==> config.mk <==
export PLATFORM = sky130hd
export DESIGN_NAME = outport_arbiter
export DESIGN_NICKNAME = d
export VERILOG_FILES = /design/src/rtl/outport_arb_pkg.sv /design/src/rtl/outport_arbiter_rr.sv /design/src/rtl/outport_arbiter.sv
export SDC_FILE = /design/constraint.sdc
export NUM_CORES = 1
export LEC_CHECK = 0
export CORE_MARGIN = 2
export CORE_UTILIZATION = 40
export CTS_CLUSTER_SIZE = 20
export DETAILED_ROUTE_END_ITERATION = 6
export PLACE_DENSITY = 0.93
export SYNTH_ARGS = -nofsm -noshare
export SYNTH_HDL_FRONTEND = slang
export SYNTH_SLANG_ARGS = --single-unit
==> constraint.sdc <==
create_clock -name clk -period 3.91 [get_ports clk]
set_input_delay 0.391 -clock clk [delete_from_list [all_inputs] [get_ports clk]]
set_output_delay 0.391 -clock clk [all_outputs]
set_load 0.03 [all_outputs]
==> src/rtl/outport_arb_pkg.sv <==
// Shared types and constants for the output-port write arbiter.
// Holds the FSM state encoding, the highest legal port address and the requester default.
package outport_arb_pkg;

    localparam int NREQ_DEFAULT = 4;

    localparam logic [7:0] OUTPORT_MAX_ADDR = 8'h03;

    typedef enum logic [1:0] {
        IDLE  = 2'd0,
        WRITE = 2'd1,
        DONE  = 2'd2
    } arb_state_t;

    function automatic int idx_width(input int n);
        return (n > 1) ? $clog2(n) : 1;
    endfunction

endpackage

==> src/rtl/outport_arbiter_rr.sv <==
// Combinational round-robin search: the first requester with req high,
// starting at rr_ptr and wrapping modulo NREQ.
module rr_arbiter
    import outport_arb_pkg::*;
#(
    parameter int NREQ = NREQ_DEFAULT,
    parameter int IW   = idx_width(NREQ)
) (
    input  logic [NREQ-1:0] req,
    input  logic [IW-1:0]   rr_ptr,
    output logic            grant_valid,
    output logic [IW-1:0]   grant_idx
);

    // scan from rr_ptr upward, keeping the first hit
    always_comb begin
        int j;
        j           = 0;
        grant_valid = 1'b0;
        grant_idx   = '0;
        for (int k = 0; k < NREQ; k++) begin
            j = int'(rr_ptr) + k;
            if (j >= NREQ) j = j - NREQ;
            if (!grant_valid && req[j]) begin
                grant_valid = 1'b1;
                grant_idx   = IW'(j);
            end
        end
    end

endmodule

==> src/rtl/outport_arbiter.sv <==
// Arbitrates NREQ requesters onto one output-port register bank, IDLE->WRITE->DONE.
// Optional address range check: define OUTPORT_ARB_ADDRCHK_EN to reject addresses above OUTPORT_MAX_ADDR.
module outport_arbiter
    import outport_arb_pkg::*;
#(
    parameter int NREQ = NREQ_DEFAULT,
    parameter int AW   = 8,
    parameter int DW   = 8
) (
    input  logic               clk,
    input  logic               Reset,
    input  logic [NREQ-1:0]    req,
    input  logic [NREQ*AW-1:0] req_addr,
    input  logic [NREQ*DW-1:0] req_data,
    output logic [NREQ-1:0]    ack,
    output logic [NREQ-1:0]    err,
    output logic [AW-1:0]      port_addr,
    output logic [DW-1:0]      port_data,
    output logic               port_write,
    output logic               busy
);

    localparam int IW = idx_width(NREQ);

    arb_state_t    state_q, state_d;
    logic [IW-1:0] rr_ptr_q, rr_ptr_d;
    logic [IW-1:0] g_idx_q, g_idx_d;
    logic [AW-1:0] port_addr_q, port_addr_d;
    logic [DW-1:0] port_data_q, port_data_d;
    logic          grant_valid;
    logic [IW-1:0] grant_idx;
    logic          addr_bad;

    rr_arbiter #(
        .NREQ (NREQ),
        .IW   (IW)
    ) u_rr (
        .req         (req),
        .rr_ptr      (rr_ptr_q),
        .grant_valid (grant_valid),
        .grant_idx   (grant_idx)
    );

`ifdef OUTPORT_ARB_ADDRCHK_EN
    assign addr_bad = (port_addr_q > AW'(OUTPORT_MAX_ADDR));
`else
    assign addr_bad = 1'b0;
`endif

    // next state: capture the winner in IDLE, advance the pointer leaving DONE
    always_comb begin
        state_d     = state_q;
        rr_ptr_d    = rr_ptr_q;
        g_idx_d     = g_idx_q;
        port_addr_d = port_addr_q;
        port_data_d = port_data_q;
        unique case (state_q)
            IDLE: begin
                if (grant_valid) begin
                    state_d     = WRITE;
                    g_idx_d     = grant_idx;
                    port_addr_d = req_addr[int'(grant_idx)*AW +: AW];
                    port_data_d = req_data[int'(grant_idx)*DW +: DW];
                end
            end
            WRITE: state_d = DONE;
            DONE: begin
                state_d  = IDLE;
                rr_ptr_d = (g_idx_q == IW'(NREQ-1)) ? '0 : g_idx_q + 1'b1;
            end
            default: state_d = IDLE;
        endcase
    end

    // state and captured transfer registers
    always_ff @(posedge clk or posedge Reset) begin
        if (Reset) begin
            state_q     <= IDLE;
            rr_ptr_q    <= '0;
            g_idx_q     <= '0;
            port_addr_q <= '0;
            port_data_q <= '0;
        end else begin
            state_q     <= state_d;
            rr_ptr_q    <= rr_ptr_d;
            g_idx_q     <= g_idx_d;
            port_addr_q <= port_addr_d;
            port_data_q <= port_data_d;
        end
    end

    // completion pulses, decoded from state so reset clears them at once
    always_comb begin
        ack = '0;
        err = '0;
        if (state_q == DONE) begin
            if (addr_bad) err[g_idx_q] = 1'b1;
            else          ack[g_idx_q] = 1'b1;
        end
    end

    assign port_write = (state_q == WRITE) && !addr_bad;
    assign busy       = (state_q != IDLE);
    assign port_addr  = port_addr_q;
    assign port_data  = port_data_q;

endmodule

* After elaboration in Yosys (flattened, before gate mapping)
Index checks and enable logic that the tools add are counted.
** Storage, ports and cells
- Register bits :: 22
- Input port bits :: 70
- Output and inout bits :: 26
- Logic and storage cells :: 69
** Operators by class
- Add/subtract/negate cells :: 8
- Order comparisons :: 10
- Equality and inequality tests :: 4
- Shift operators :: 2
- Muxes and demuxes :: 30
- Reduce and logical (&&, ||, !) cells :: 10
** Operators with widths (number)
- < comparator 32 x 4 -> 1 bit (second input constant) :: 4
- 2-to-1 mux 32 bit :: 4
- >= comparator 32 x 4 -> 1 bit (second input constant) :: 3
- subtractor 32 x 4 -> 32 bit (second input constant) :: 3
- indexed part select 32 x 6 -> 8 bit :: 2
- 2-to-1 mux 1 bit :: 13
- 2-to-1 mux 2 bit :: 6
- binary-select mux 1 bit (select 2 bit) :: 4
- adder 2 x 2 -> 3 bit (second input constant) :: 2
- == test 2 bit (second input constant) :: 2
- logical AND 1 bit :: 4
- 2-to-1 mux 4 bit :: 1
- one-hot mux 2 bit (2 select lines) :: 1
- subtractor 2 x 3 -> 4 bit (second input constant) :: 1
- adder 2 x 1 -> 3 bit (second input constant) :: 1
- >= comparator 2 x 3 -> 1 bit (second input constant) :: 1
- logical NOT 1 bit :: 3
- < comparator 2 x 3 -> 1 bit (second input constant) :: 1
- adder 2 x 1 -> 2 bit (second input constant) :: 1
- demux 1 bit (select 2 bit) :: 1
- == test 2 x 1 -> 1 bit (second input constant) :: 1
- >= comparator 2 x 1 -> 1 bit (second input constant) :: 1
- logical NOT 2 bit :: 1
- != test 2 bit (second input constant) :: 1
- other kinds (2) :: 2

* Logic depth before layout (Yosys ltp)
- Word-level depth :: 17
- Mapped depth :: 7
- Gate-level depth less buffers :: 5

* By module
From an unflattened synthesis, not the netlist that was laid out.
** Unflattened totals
- Cells, all modules :: 102
- Area, all modules :: 1481.4 µm²
** By module, submodules not included
- outport_arbiter :: times used 1, cells each 87, area each 1403.8 µm², sequential area each 550.5 µm²
- rr_arbiter :: times used 1, cells each 15, area each 77.6 µm², sequential area each 0.0 µm²

* Least setup slack after synthesis
No wires, ideal clock.
- Kind :: register to register
- Start :: reg state_q[0]
- End :: reg port_addr_q[7], in the netlist port_addr[7]
- Library setup time :: 0.086 ns
- Data arrival time :: 1.637 ns
- Required time :: 3.824 ns
- Path slack :: 2.188 ns
- Stages on the path, launching flop included :: 8
- Buffers on the path :: 2
- Period minus slack after synthesis :: 1.722 ns
- Path through :: dfrtp_1 -> or2_1 -> or2_1 -> buf_6 -> inv_6 -> nand2_4 -> buf_2 -> o221ai_2
** On the way
- Cells in the longest elaborated chain, start to end :: 2
** RTL lines
- from (decl) :: RTL line outport_arbiter.sv:25 : arb_state_t state_q, state_d;
- from (signal assigned) :: RTL line outport_arbiter.sv:84 : state_q <= state_d;
- logical NOT 2 bit :: RTL line outport_arbiter.sv:57 : unique case (state_q)
- AND reduction 2 bit (no line)
- to (signal assigned) :: RTL line outport_arbiter.sv:87 : port_addr_q <= port_addr_d;
- to (decl) :: RTL line outport_arbiter.sv:28 : logic [AW-1:0] port_addr_q, port_addr_d;
No other way between the ends.
A chain may end at the register's enable or synchronous reset.

* Final worst setup path
- Start :: in req[0]
- End :: reg port_addr_q[2], in the netlist port_addr[2]
** On the way
- Cells in the longest elaborated chain, start to end :: 14
- Elaborated cells on any way between the ends :: 28
- Those cells by class :: shift (1); mux (20); reduce/logical (7)
** RTL lines
- from (decl) :: RTL line outport_arbiter.sv:12 : input logic [NREQ-1:0] req,
- binary-select mux 1 bit (select 2 bit) :: RTL line outport_arbiter_rr.sv:24 : if (!grant_valid && req[j]) begin
- 2-to-1 mux 1 bit (not written as such) (2 in a row) :: RTL line outport_arbiter_rr.sv:24
- 2-to-1 mux 1 bit :: RTL line outport_arbiter_rr.sv:24
- logical NOT 1 bit :: RTL line outport_arbiter_rr.sv:24
- logical AND 1 bit :: RTL line outport_arbiter_rr.sv:24
- 2-to-1 mux 1 bit :: RTL line outport_arbiter_rr.sv:24
- logical NOT 1 bit :: RTL line outport_arbiter_rr.sv:24
- logical AND 1 bit :: RTL line outport_arbiter_rr.sv:24
- 2-to-1 mux 1 bit :: RTL line outport_arbiter_rr.sv:24
- logical NOT 1 bit :: RTL line outport_arbiter_rr.sv:24
- logical AND 1 bit :: RTL line outport_arbiter_rr.sv:24
- 2-to-1 mux 2 bit or 2-to-1 mux 1 bit (tied branches) :: RTL line outport_arbiter_rr.sv:24
- indexed part select 32 x 6 -> 8 bit or AND reduction 2 bit (tied branches)
Parallel ways exist; a longest one is shown, timed or not. The select of a mux whose other input is x is not followed.

==> flow_summary.ini <==
[run_status]
outcome = finished, final reports clean

[pwr]
total_power_mw = 1.719
swShare = 0.4380
power.leakage_nw = 1.064
power_frac_seq = 0.244
clkPwrFrac = 0.124
comb_power_share = 0.632
vdd_drop_max_mv = 0.4185
switchingPower_mw = 0.7528
cellPowerDensity_nw_per_um2 = 688.3
p_int_mw = 0.9661

[global_route]
antenna_found_initial = 0
grt_pass1_wl_mm = 6.292
grt_usage = 0.1919
grt_pass1_vias = 1361
grt-ovfl-total = 0
grt_max_degree = 33

[synth]
netlist_instances = 139
synth-seq-cells = 22
ys_seq_area_frac = 0.3621
syn_avg_cell_area_sq_um = 10.94
synth_warnings = 0
yosysUniqueCellTypes = 31
syn-cell-area_sq_um = 1520

[setup_path]
crit_path_start = req[0]
end_kind = register
worst-setup-path-type = in2reg
cp_data_arrival_time_ns = 2.38
crit_fanout = 18
worstPathRequired_ns = 4.03
crit_path_start_kind = input port
reg2reg_setup_slack_ns = 1.82
r2r_start = rr_ptr_q[1]

[hold_path]
holdCritPathClass = reg2reg
worstHoldStart = state_q[1]

[floorplan]
ios = 96
die_h_microns = 65.65
initial_core_util = 0.4152
row_count = 22
fp.coreArea_sq_um = 3661
die_area_sq_um = 4310
dieWidth_microns = 65.65

[timing]
finClkSkew_ns = 0.009180
period_minus_slack_ns = 2.259
period_share = 0.5779
setup_violations = 0
rsz0062_at_grt = false
max-slew-margin-rel = 0.4266
fmax_mhz = 442.6
hold_viol = 0
fin_setup_tns_ns = 0
slew_viol_final = 0
tightest_slew_ns = 0.8592
worst_slack_ns = 1.651

[routing]
drc = 0
vias_per_cell = 5.080
drt_pass1_iterations = 3
drtAntennaViolNets = 0
initialDrtViolationCount = 17
num_vias = 1402
avgRoutedWirePerCell_microns = 15.08
wl_mm = 4.163

[cts]
cts.sinks = 22
postCtsSetupRepairBufs = 0
cts_max_path_buffers = 2
numCtsBuffers = 3
htreeDepth = 1
hold_buffers = 0
tritoncts = yes
clk-insertion-delay-late_ns = 0.26
cts_resized = 0
cts_root_buffer = clkbuf_8
cts.reportedPaths.clkPinSlew_ns = 0.09

[placed_design]
gp_congestion = 0.7986
placed_area_sq_um = 2426
pre_cts_slack_ns = 1.361
port_buffers = 91
dp_hpwl_mm = 3.289

[layout]
n_antenna_cell = 0
final_nets = 303
final_cell_mix = clkdlybuf4s50_1 (91), mux2i_1 (32), dfrtp_1 (22)
seqCellArea_sq_um = 550.5
final_util = 0.6822
fillCellCount = 308
design_area_sq_um = 2497
layout-drive-gt1-share = 0.09649
final_common_cell = clkdlybuf4s50_1
multiInputGateArea_sq_um = 862.1
area_growth_pct = 64.28

[flow_run]
drv_cap = 0
[sequential cells by signal (all words and copies together) (netlist names)]
register   flops
rr_ptr_q       2
state_q        2
port_addr      8
g_idx_q        2
port_data      8
[metal layers]
metal	wire length [microns]	GRT usage	up-vias
met1	1666	0.2216	657
met5	0	0	-
met4	80	0.05469	0
li1	-	-	683
met2	2119	0.3434	54
met3	296	0.05308	8
[power groups by stage]
stage | logic (mW) | registers, mW | clock network (mW)
finish | 1.09 | 0.420 | 0.214
global route | 1.17 | 0.433 | 0.225
CTS | 1.10 | 0.420 | 0.217
detailed placement | 1.10 | 0.422 | 0
global placement | 1.07 | 0.421 | 0
floorplan | 0.603 | 0.567 | 0
[layout make-up]
class | count | share of cell area
Clock buffer | 3 | 0.01653
Clock inverter | 1 | 0.01202
Inverter | 6 | 0.01102
Multi-Input combinational cell | 103 | 0.3452
Sequential cell | 22 | 0.2204
Tap cell | 48 | 0.02405
Timing Repair Buffer | 93 | 0.3707
[worst max-delay path, cell delays in order]
cell,delay [ns]
clkdlybuf4s50_1,0.48
nor4_1,0.27
or2_1,0.14
buf_4,0.24
inv_6,0.06
nand2b_1,0.56
o221ai_1,0.23
[path summary, 6_finish.rpt]
| path | depth (start not counted) | to |
|---|---|---|
| min in group asynchronous | 2 | port_data[3] |
| worst min-delay path | 1 | state_q[1] |
| worst max-delay path | 7 | port_addr[2] |
| worst min register to register | 1 | state_q[1] |
| max in group asynchronous | 2 | state_q[1] |
| worst max register to register | 5 | port_addr[2] |
[synthesized netlist by cell type (all sizes together)]
cell type | number | area share
or2 | 2 | 0.0082
ha | 4 | 0.033
o21ai | 4 | 0.013
mux2 | 1 | 0.0074
mux2i | 32 | 0.21
o221ai | 15 | 0.13
a21oi | 3 | 0.012
a211o | 1 | 0.0058
nand2 | 19 | 0.052
o2bb2a | 1 | 0.0066
nor2 | 2 | 0.0049
nand2b | 2 | 0.0082
buf | 10 | 0.058
nor3 | 1 | 0.011
nor4 | 1 | 0.0041
o31ai | 1 | 0.0049
clkbuf | 1 | 0.0025
o211ai | 1 | 0.0082
inv | 6 | 0.018
nor2b | 3 | 0.012
dfrtp | 22 | 0.36
and2 | 4 | 0.016
and3 | 1 | 0.0041
conb | 1 | 0.0025
or4b | 1 | 0.0066
[kinds of logic after synthesis]
| kind of cell | synth area share |
|---|---|
| simple gates | 0.1276 |
| compound gates | 0.1786 |
| buf+inv | 0.07819 |
| other cells | 0.002467 |
| fa+ha+maj | 0.03292 |
| flops | 0.3621 |
| mux | 0.2181 |
[stage by stage]
step,cells,hold WS [ns]
detailed placement,272,0.4577
CTS,276,0.4711
global route,276,0.5062
finish,276,0.4704
global placement,272,0.4544
floorplan,142,0.3802
Note: power is estimated with default switching activity, not from simulation.
